--- src/rtl/imem_ld.sv ---
`default_nettype none
// ============================================================================
// Module   : imem_ld
// Purpose  : Loadable instruction memory. A program is streamed in word by
//            word (LOAD), after which single-cycle-latency fetches are served
//            at up to one per cycle (RUN). Fetches beyond DEPTH return FILL
//            and flag fetch_err. Memory contents survive reset.
// Revision : 1.0 - initial release
// ----------------------------------------------------------------------------
// Ports
//   clk          in   clock, rising edge
//   clear        in   asynchronous active-low reset
//   fetch_valid  in   fetch request present
//   address      in   fetch address [ADDR_W]
//   fetch_ready  out  fetch can be accepted (RUN)
//   instruction  out  registered fetch result [DATA_W]
//   instr_valid  out  one-cycle pulse per accepted fetch
//   fetch_err    out  result came from an out-of-range address
//   load_start   in   begin program load at word 0
//   load_valid   in   load_data holds a word
//   load_data    in   program word [DATA_W]
//   load_last    in   final word of the program
//   load_ready   out  load word can be accepted (LOAD)
//   load_ovf     out  sticky: word arrived beyond DEPTH-1
//   load_count   out  words written in current/last load [ADDR_W+1]
// ============================================================================
module imem_ld #(
  parameter int unsigned       DATA_W = 8,
  parameter int unsigned       ADDR_W = 8,
  parameter int unsigned       DEPTH  = 32,
  parameter logic [DATA_W-1:0] FILL   = '0
) (
  input  logic              clk,
  input  logic              clear,
  input  logic              fetch_valid,
  input  logic [ADDR_W-1:0] address,
  output logic              fetch_ready,
  output logic [DATA_W-1:0] instruction,
  output logic              instr_valid,
  output logic              fetch_err,
  input  logic              load_start,
  input  logic              load_valid,
  input  logic [DATA_W-1:0] load_data,
  input  logic              load_last,
  output logic              load_ready,
  output logic              load_ovf,
  output logic [ADDR_W:0]   load_count
);

  // Storage index width; DEPTH <= 2^ADDR_W guarantees c_IDX_W <= ADDR_W.
  localparam int unsigned     c_IDX_W = (DEPTH > 1) ? $clog2(DEPTH) : 1;
  localparam logic [ADDR_W:0] c_DEPTH = (ADDR_W + 1)'(DEPTH);
  localparam logic [ADDR_W:0] c_ONE   = (ADDR_W + 1)'(1);

  typedef enum logic [1:0] {
    IDLE = 2'd0,
    LOAD = 2'd1,
    RUN  = 2'd2
  } state_e;

  state_e              state_q, state_d;
  logic [ADDR_W:0]     count_q, count_d;
  logic                ovf_q, ovf_d;
  logic [DATA_W-1:0]   instr_q, instr_d;
  logic                valid_q, valid_d;
  logic                err_q, err_d;

  logic [DATA_W-1:0]   mem_q [DEPTH];

  logic                w_room;
  logic                w_wr_en;
  logic                w_fetch_acc;
  logic                w_addr_oor;
  logic [c_IDX_W-1:0]  w_wr_idx;
  logic [c_IDX_W-1:0]  w_rd_idx;

  assign w_room     = (count_q < c_DEPTH);
  assign w_addr_oor = ({1'b0, address} >= c_DEPTH);
  assign w_wr_idx   = count_q[c_IDX_W-1:0];
  assign w_rd_idx   = address[c_IDX_W-1:0];

  // --------------------------------------------------------------------------
  // Next-state / control
  // --------------------------------------------------------------------------
  always_comb begin
    state_d     = state_q;
    count_d     = count_q;
    ovf_d       = ovf_q;
    w_wr_en     = 1'b0;
    w_fetch_acc = 1'b0;

    unique case (state_q)
      IDLE: begin
        if (load_start) begin
          state_d = LOAD;
          count_d = '0;
          ovf_d   = 1'b0;
        end
      end

      LOAD: begin
        // load_start is deliberately not looked at here.
        if (load_valid) begin
          if (w_room) begin
            w_wr_en = 1'b1;
            count_d = count_q + c_ONE;
          end else begin
            // Memory full: drop the word but keep consuming until load_last.
            ovf_d = 1'b1;
          end
          if (load_last) begin
            state_d = RUN;
          end
        end
      end

      RUN: begin
        // A reload request wins; a fetch presented in the same cycle is lost.
        if (load_start) begin
          state_d = LOAD;
          count_d = '0;
          ovf_d   = 1'b0;
        end else begin
          w_fetch_acc = fetch_valid;
        end
      end

      default: begin
        state_d = IDLE;
      end
    endcase
  end

  // --------------------------------------------------------------------------
  // Fetch result path: instruction/fetch_err hold between results,
  // instr_valid pulses for exactly one cycle per accepted fetch.
  // --------------------------------------------------------------------------
  always_comb begin
    instr_d = instr_q;
    err_d   = err_q;
    valid_d = w_fetch_acc;
    if (w_fetch_acc) begin
      if (w_addr_oor) begin
        instr_d = FILL;
        err_d   = 1'b1;
      end else begin
        // Words at or beyond load_count are legal and may be stale.
        instr_d = mem_q[w_rd_idx];
        err_d   = 1'b0;
      end
    end
  end

  // --------------------------------------------------------------------------
  // State registers
  // --------------------------------------------------------------------------
  always_ff @(posedge clk or negedge clear) begin
    if (!clear) begin
      state_q <= IDLE;
      count_q <= '0;
      ovf_q   <= 1'b0;
      instr_q <= '0;
      valid_q <= 1'b0;
      err_q   <= 1'b0;
    end else begin
      state_q <= state_d;
      count_q <= count_d;
      ovf_q   <= ovf_d;
      instr_q <= instr_d;
      valid_q <= valid_d;
      err_q   <= err_d;
    end
  end

  // --------------------------------------------------------------------------
  // Program storage. Not reset, so a load interrupted by clear leaves the
  // words already written in place.
  // --------------------------------------------------------------------------
  always_ff @(posedge clk) begin
    if (w_wr_en) begin
      mem_q[w_wr_idx] <= load_data;
    end
  end

  // --------------------------------------------------------------------------
  // Outputs
  // --------------------------------------------------------------------------
  assign fetch_ready = (state_q == RUN);
  assign load_ready  = (state_q == LOAD);
  assign instruction = instr_q;
  assign instr_valid = valid_q;
  assign fetch_err   = err_q;
  assign load_ovf    = ovf_q;
  assign load_count  = count_q;

endmodule

`default_nettype wire

--- config.mk ---
export PLATFORM = sky130hd
export DESIGN_NAME = imem_ld
export DESIGN_NICKNAME = d
export VERILOG_FILES = /design/src/rtl/imem_ld.sv
export SDC_FILE = /design/constraint.sdc
export NUM_CORES = 1
export LEC_CHECK = 0
export ABC_AREA = 1
export CAP_MARGIN = 30
export CORE_UTILIZATION = 30
export CTS_BUF_LIST = sky130_fd_sc_hd__clkbuf_8
export DETAILED_ROUTE_END_ITERATION = 6
export DONT_BUFFER_PORTS = 1
export SYNTH_ARGS = -nofsm -noshare
export SYNTH_HDL_FRONTEND = slang
export SYNTH_SLANG_ARGS = --single-unit
--- constraint.sdc ---
create_clock -name clk -period 2.5 [get_ports clk]
set_clock_uncertainty 0.05 [all_clocks]
set_input_delay 0.5 -clock clk [delete_from_list [all_inputs] [get_ports clk]]
set_output_delay 0.5 -clock clk [all_outputs]
set_load 0.01 [all_outputs]
Word level (Yosys, flattened, before mapping)
Memories as Yosys holds them, arrays and structs flattened.
Index checks and enable logic that the tools add are counted.
{ "totals": {"memories": 1, "output_inout_bits": 22, "in_bits": 22, "reg_bits": 22, "ramBits": 256} }
{ "classes": {"n_addsub": 1, "reduce_logical": 6, "magnitude_cmp": 2, "eq_ne": 7, "mux": 21} }
{ "memory_table": {"columns": ["name", "depth", "word_bits", "read_ports", "rd_clocked_by_memory_dff", "write_ports", "line_no", "source"], "rows": [
  ["mem_q", 32, 8, 1, 0, 1, "68", "logic [DATA_W-1:0] mem_q [DEPTH];"]
]} }
{ "op_table": {"columns": ["op", "count"], "rows": [
  ["9-bit two-way mux", 3],
  ["9-bit one-hot mux with 2 select lines", 1],
  ["1-bit two-way mux", 11],
  ["9-bit by 1-bit adder with 9-bit output, second input constant", 1],
  ["9-bit by 6-bit < comparator with 1-bit output, second input constant", 1],
  ["8-bit by 6-bit >= comparator with 1-bit output, second input constant", 1],
  ["8-bit two-way mux", 1],
  ["4-bit AND reduction", 2],
  ["2-bit two-way mux", 3],
  ["2-bit != test, second input constant", 3],
  ["2-bit by 1-bit != test with 1-bit output, second input constant", 2],
  ["2-bit one-hot mux with 2 select lines", 1],
  ["3-bit AND reduction", 1],
  ["2-bit by 1-bit equality test with 1-bit output, second input constant", 1],
  ["2-bit equality test, second input constant", 1],
  ["2-bit logical NOT", 1],
  ["1-bit one-hot mux with 2 select lines", 1],
  ["2-bit nonzero test", 1],
  ["2-bit OR reduction", 1]
]} }

Longest topological paths before layout
{ "logic_depth": {"ltp_word": 6, "depth_mapped": 11, "depth_no_buf": 9} }

Worst setup path after synthesis
Ideal clock, no wire load.
{ "synth_timing": {"path_kind": "reg-to-reg", "from": "register state_q[0]", "to": "memory mem_q[24][0] (enable)", "path_stages_with_launch": 7, "t_arrival_ns": 1.529, "path_buffers": 0, "path_slack_ns": 0.551, "t_required_ns": 2.080, "cell_sequence": "dfrtp_1 inv_2 nor2_4 nand4_2 nor2_2 nand2_1 nor2_1"} }
{ "synth_between": {"elab_chain_cells": 4} }
{ "synth_lines": {"columns": ["element", "line_no", "source"], "rows": [
  ["start: declaration", "61", "state_e state_q, state_d;"],
  ["start signal: assignment", "166", "state_q <= state_d;"],
  ["2-bit by 1-bit equality test with 1-bit output", null, null],
  ["via load_ready", "45", "output logic load_ready,"],
  ["1-bit two-way mux", "92", "unique case (state_q)"],
  ["1-bit two-way mux", "180", "if (w_wr_en) begin"],
  ["1-bit two-way mux (implied by the code)", "181", "mem_q[w_wr_idx] <= load_data;"],
  ["end: declaration", "68", null]
]} }
The timed path passes the listed nets, and every way through them passes these cells.

Worst setup path after layout
{ "layout_timing": {"from": "register state_q[0]", "to": "memory mem_q[15][3] (enable)"} }
Same word-level chain as after synthesis.

==> run_results.csv <==
group,metric,value,unit
synthesis,syn_nets,1148,
setup_path,reg2reg_depth,8,
setup_path,critical_path_required,2.71,ns
route,dr.pass1.iters,5,
power,max-vdd-ir-drop,0.476,mV
floorplan,die_h,200,µm
setup_path,slowest_stage,"dfrtp_1",
setup_path,reg2reg_from,"state_q[0]",
route,vias_per_cell,4.67,
placement,dpl.hpwl,18900,µm
synthesis,ys_seq_elements,278,
setup_path,r2r_slack,0.38,ns
setup_path,critPathBufInv,3,
placement,port_buffers,0,
timing,rsz0062_at_grt,"false",
final_layout,antenna_cells,0,
job,cap_violations,0,
floorplan,die-area,40100,µm²
timing,slew_headroom,45.5,%
final_layout,post-route-util,35.2,%
setup_path,crit_end,"mem_q[15][3]",
placement,place_ws,0.405,ns
timing,max_freq,472,MHz
setup_path,cp.arrival,2.33,ns
route,drc_errors,0,
global_routing,grtUsageTotal,15.6,%
timing,hold_viol,0,
synthesis,synthCells,1122,
route,totalWireLength,31500,µm
setup_path,endpoint_kind,"flip-flop",
route,first_iter_violations,849,
setup_path,cp_cell_sequence,"inv_2 > nor2_4 > nand4_2 > nor2_2 > nand2_1 > buf_4 > nor2_1 > buf_4",
placement,place_congestion,0.852,
run_status,status,"complete, no violations",
route,wl_met3,2460,µm
final_layout,area_growth,15.4,%
synthesis,avgSynthCellArea,10.5,µm²
timing,slew_viol_final,0,
clock_tree,cts_tree,"yes",
timing,setup_slack,0.380,ns
synthesis,netlist_area,11800,µm²
global_routing,grt_pass1_wl,47700,µm
hold_path,hold_class,"input port to flip-flop",
global_routing,grt_max_degree,130,
floorplan,rows,72,
route,wl_met1,13900,µm
clock_tree,clk_latency,0.57,ns
global_routing,antenna_found_initial,0,
global_routing,first_global_vias,7978,
clock_tree,cts.clk_slew.worst_paths,0.06,ns
setup_path,cp_max_fo,8,
final_layout,finalNetCount,1200,
global_routing,grt_overflow_total,0,
timing,tns,0,ns
clock_tree,post_cts_buffers,0,
clock_tree,cts-root-buf,"clkbuf_8",
clock_tree,clock-sinks,278,
placement,place_area,12600,µm²
timing,worst_pin_slew,0.811,ns
power,power_density,725,nW/µm²
final_layout,fin_area,13600,µm²
timing,period_needed,2.12,ns
timing,setup_violations,0,
timing,period_share,84.8,%
power,p_leak,5.55,nW
setup_path,slowest_delay,0.52,ns
route,wire_per_inst,18.3,µm
route,routed.top_layer,"met4",
synthesis,synth_seq_area_share,69.9,%
setup_path,cp_top_family,"simple AND/OR/NAND/NOR gates",
floorplan,die_w,200,µm
setup_path,path_depth,8,
clock_tree,cts-buffers-inserted,46,
route,met2_length,14300,µm
route,vias,8058,
floorplan,core_area,38600,µm²
setup_path,critPathLaunchType,"flip-flop",
setup_path,worst_r2r_endpoint,"mem_q[15][3]",
clock_tree,cts_buffer_depth,3,
synthesis,synthDistinctLibCells,26,
clock_tree,htree_levels,2,
setup_path,setup.worst_path.start,"state_q[0]",
setup_path,crit_top_cell,"buf_4",
route,ant_nets,0,
final_layout,drive_above_1_share,9.78,%
synthesis,yosys_warnings,0,
floorplan,initial_core_util,30.5,%
setup_path,critPathKind,"flip-flop to flip-flop",
floorplan,io_pins,44,
-- per-stage QoR --
| stage | instances | power (mW) | hold WS (ns) |
|---|---|---|---|
| floorplan | 1122 | 6.03 | 0.154 |
| global route | 1725 | 10.2 | 0.0504 |
| CTS | 1725 | 9.92 | 0.0356 |
| finish | 1725 | 9.86 | 0.0653 |
| detailed placement | 1633 | 6.27 | 0.155 |
| global placement | 1633 | 6.26 | 0.155 |
-- cells in the final DEF, fill, tap and decap left out, drive strengths merged --
master,instances
edfxtp,256
nor4,1
inv,127
nor2,62
o311ai,1
clkbuf,49
dfrtp,22
buf,55
a41oi,1
dlygate4sd3,2
nand4,1
o31ai,1
nand3,171
o21ai,11
nand2,430
nor3,1
nor3b,1
a21oi,3
ha,4
o2111ai,1
clkinv,7
-- cell families after synthesis --
| family | after synthesis | synth area share, % |
|---|---|---|
| flops | 278 | 69.9 |
| buf+inv | 155 | 5.26 |
| simple gates | 667 | 23.5 |
| fa+ha+maj | 4 | 0.425 |
| compound gates | 18 | 0.913 |
-- worst reg2reg max path: stages (launching register included) --
cell and delay [ns]:
dfrtp_1 0.52, inv_2 0.11, nor2_4 0.17, nand4_2 0.16
nor2_2 0.21, nand2_1 0.07, buf_4 0.22, nor2_1 0.13
buf_4 0.19
-- Yosys cell counts --
cell type	instances	share of area, %
a21oi_1	2	0.085
a21oi_2	1	0.074
a41oi_1	1	0.074
buf_1	6	0.19
buf_2	27	1.1
buf_4	1	0.064
clkbuf_1	19	0.61
dfrtp_1	22	4.7
edfxtp_1	256	65
ha_1	4	0.42
inv_1	99	3.2
inv_2	3	0.096
nand2_1	430	14
nand3_1	170	7.2
nand3_2	1	0.085
nand4_2	1	0.11
nor2_1	59	1.9
nor2_2	2	0.11
nor2_4	1	0.096
nor3_1	1	0.042
nor3b_1	1	0.064
nor4_4	1	0.18
o2111ai_1	1	0.074
o21ai_0	11	0.47
o311ai_1	1	0.074
o31ai_1	1	0.064
-- report_power, final --
| part | switching, mW | internal, mW |
|---|---|---|
| logic | 0.638 | 0.281 |
| clock network | 1.76 | 1.79 |
| registers | 0.154 | 5.23 |
-- routing by layer --
| metal | vias to the layer above | global-route usage [%] |
|---|---|---|
| met2 | 314 | 24.1 |
| met1 | 3860 | 21.7 |
| met4 | 0 | 5.22 |
| met3 | 65 | 3.51 |
| li1 | 3819 | - |
| met5 | - | 0 |
-- how the worst min path moves through the flow --
stage,depth (start not counted),from,end
floorplan,0,clear,fetch_err
finish,1,load_last,state_q[0]
global route,1,load_last,state_q[0]
detailed placement,0,clear,fetch_err
global placement,0,clear,state_q[1]
CTS,1,load_last,state_q[0]
-- cell type report --
class                   count  area [µm²]
clock buffers              49         674
flip-flops and latches    278        8240
well taps                 518         648
fillers                  3830       25100
multi-input cells         689        2920
inverters                 102         384
repair buffers             57         596
clock inverters            32         128
-- state kept, by name, indices dropped and copies added, names as in the netlist --
name	count
mem_q	256
load_count	9
instruction	8
state_q	2
fetch_err	1
instr_valid	1
load_ovf	1
-- what timing repair did --
| action | in CTS | in global routing |
|---|---|---|
| hold endpoints to repair | 277 | 0 |
| hold buffers | 11 | 0 |
| resized for setup | 0 | 0 |
| setup endpoints to repair | 0 | 0 |
(Power assumes the default switching activity.)
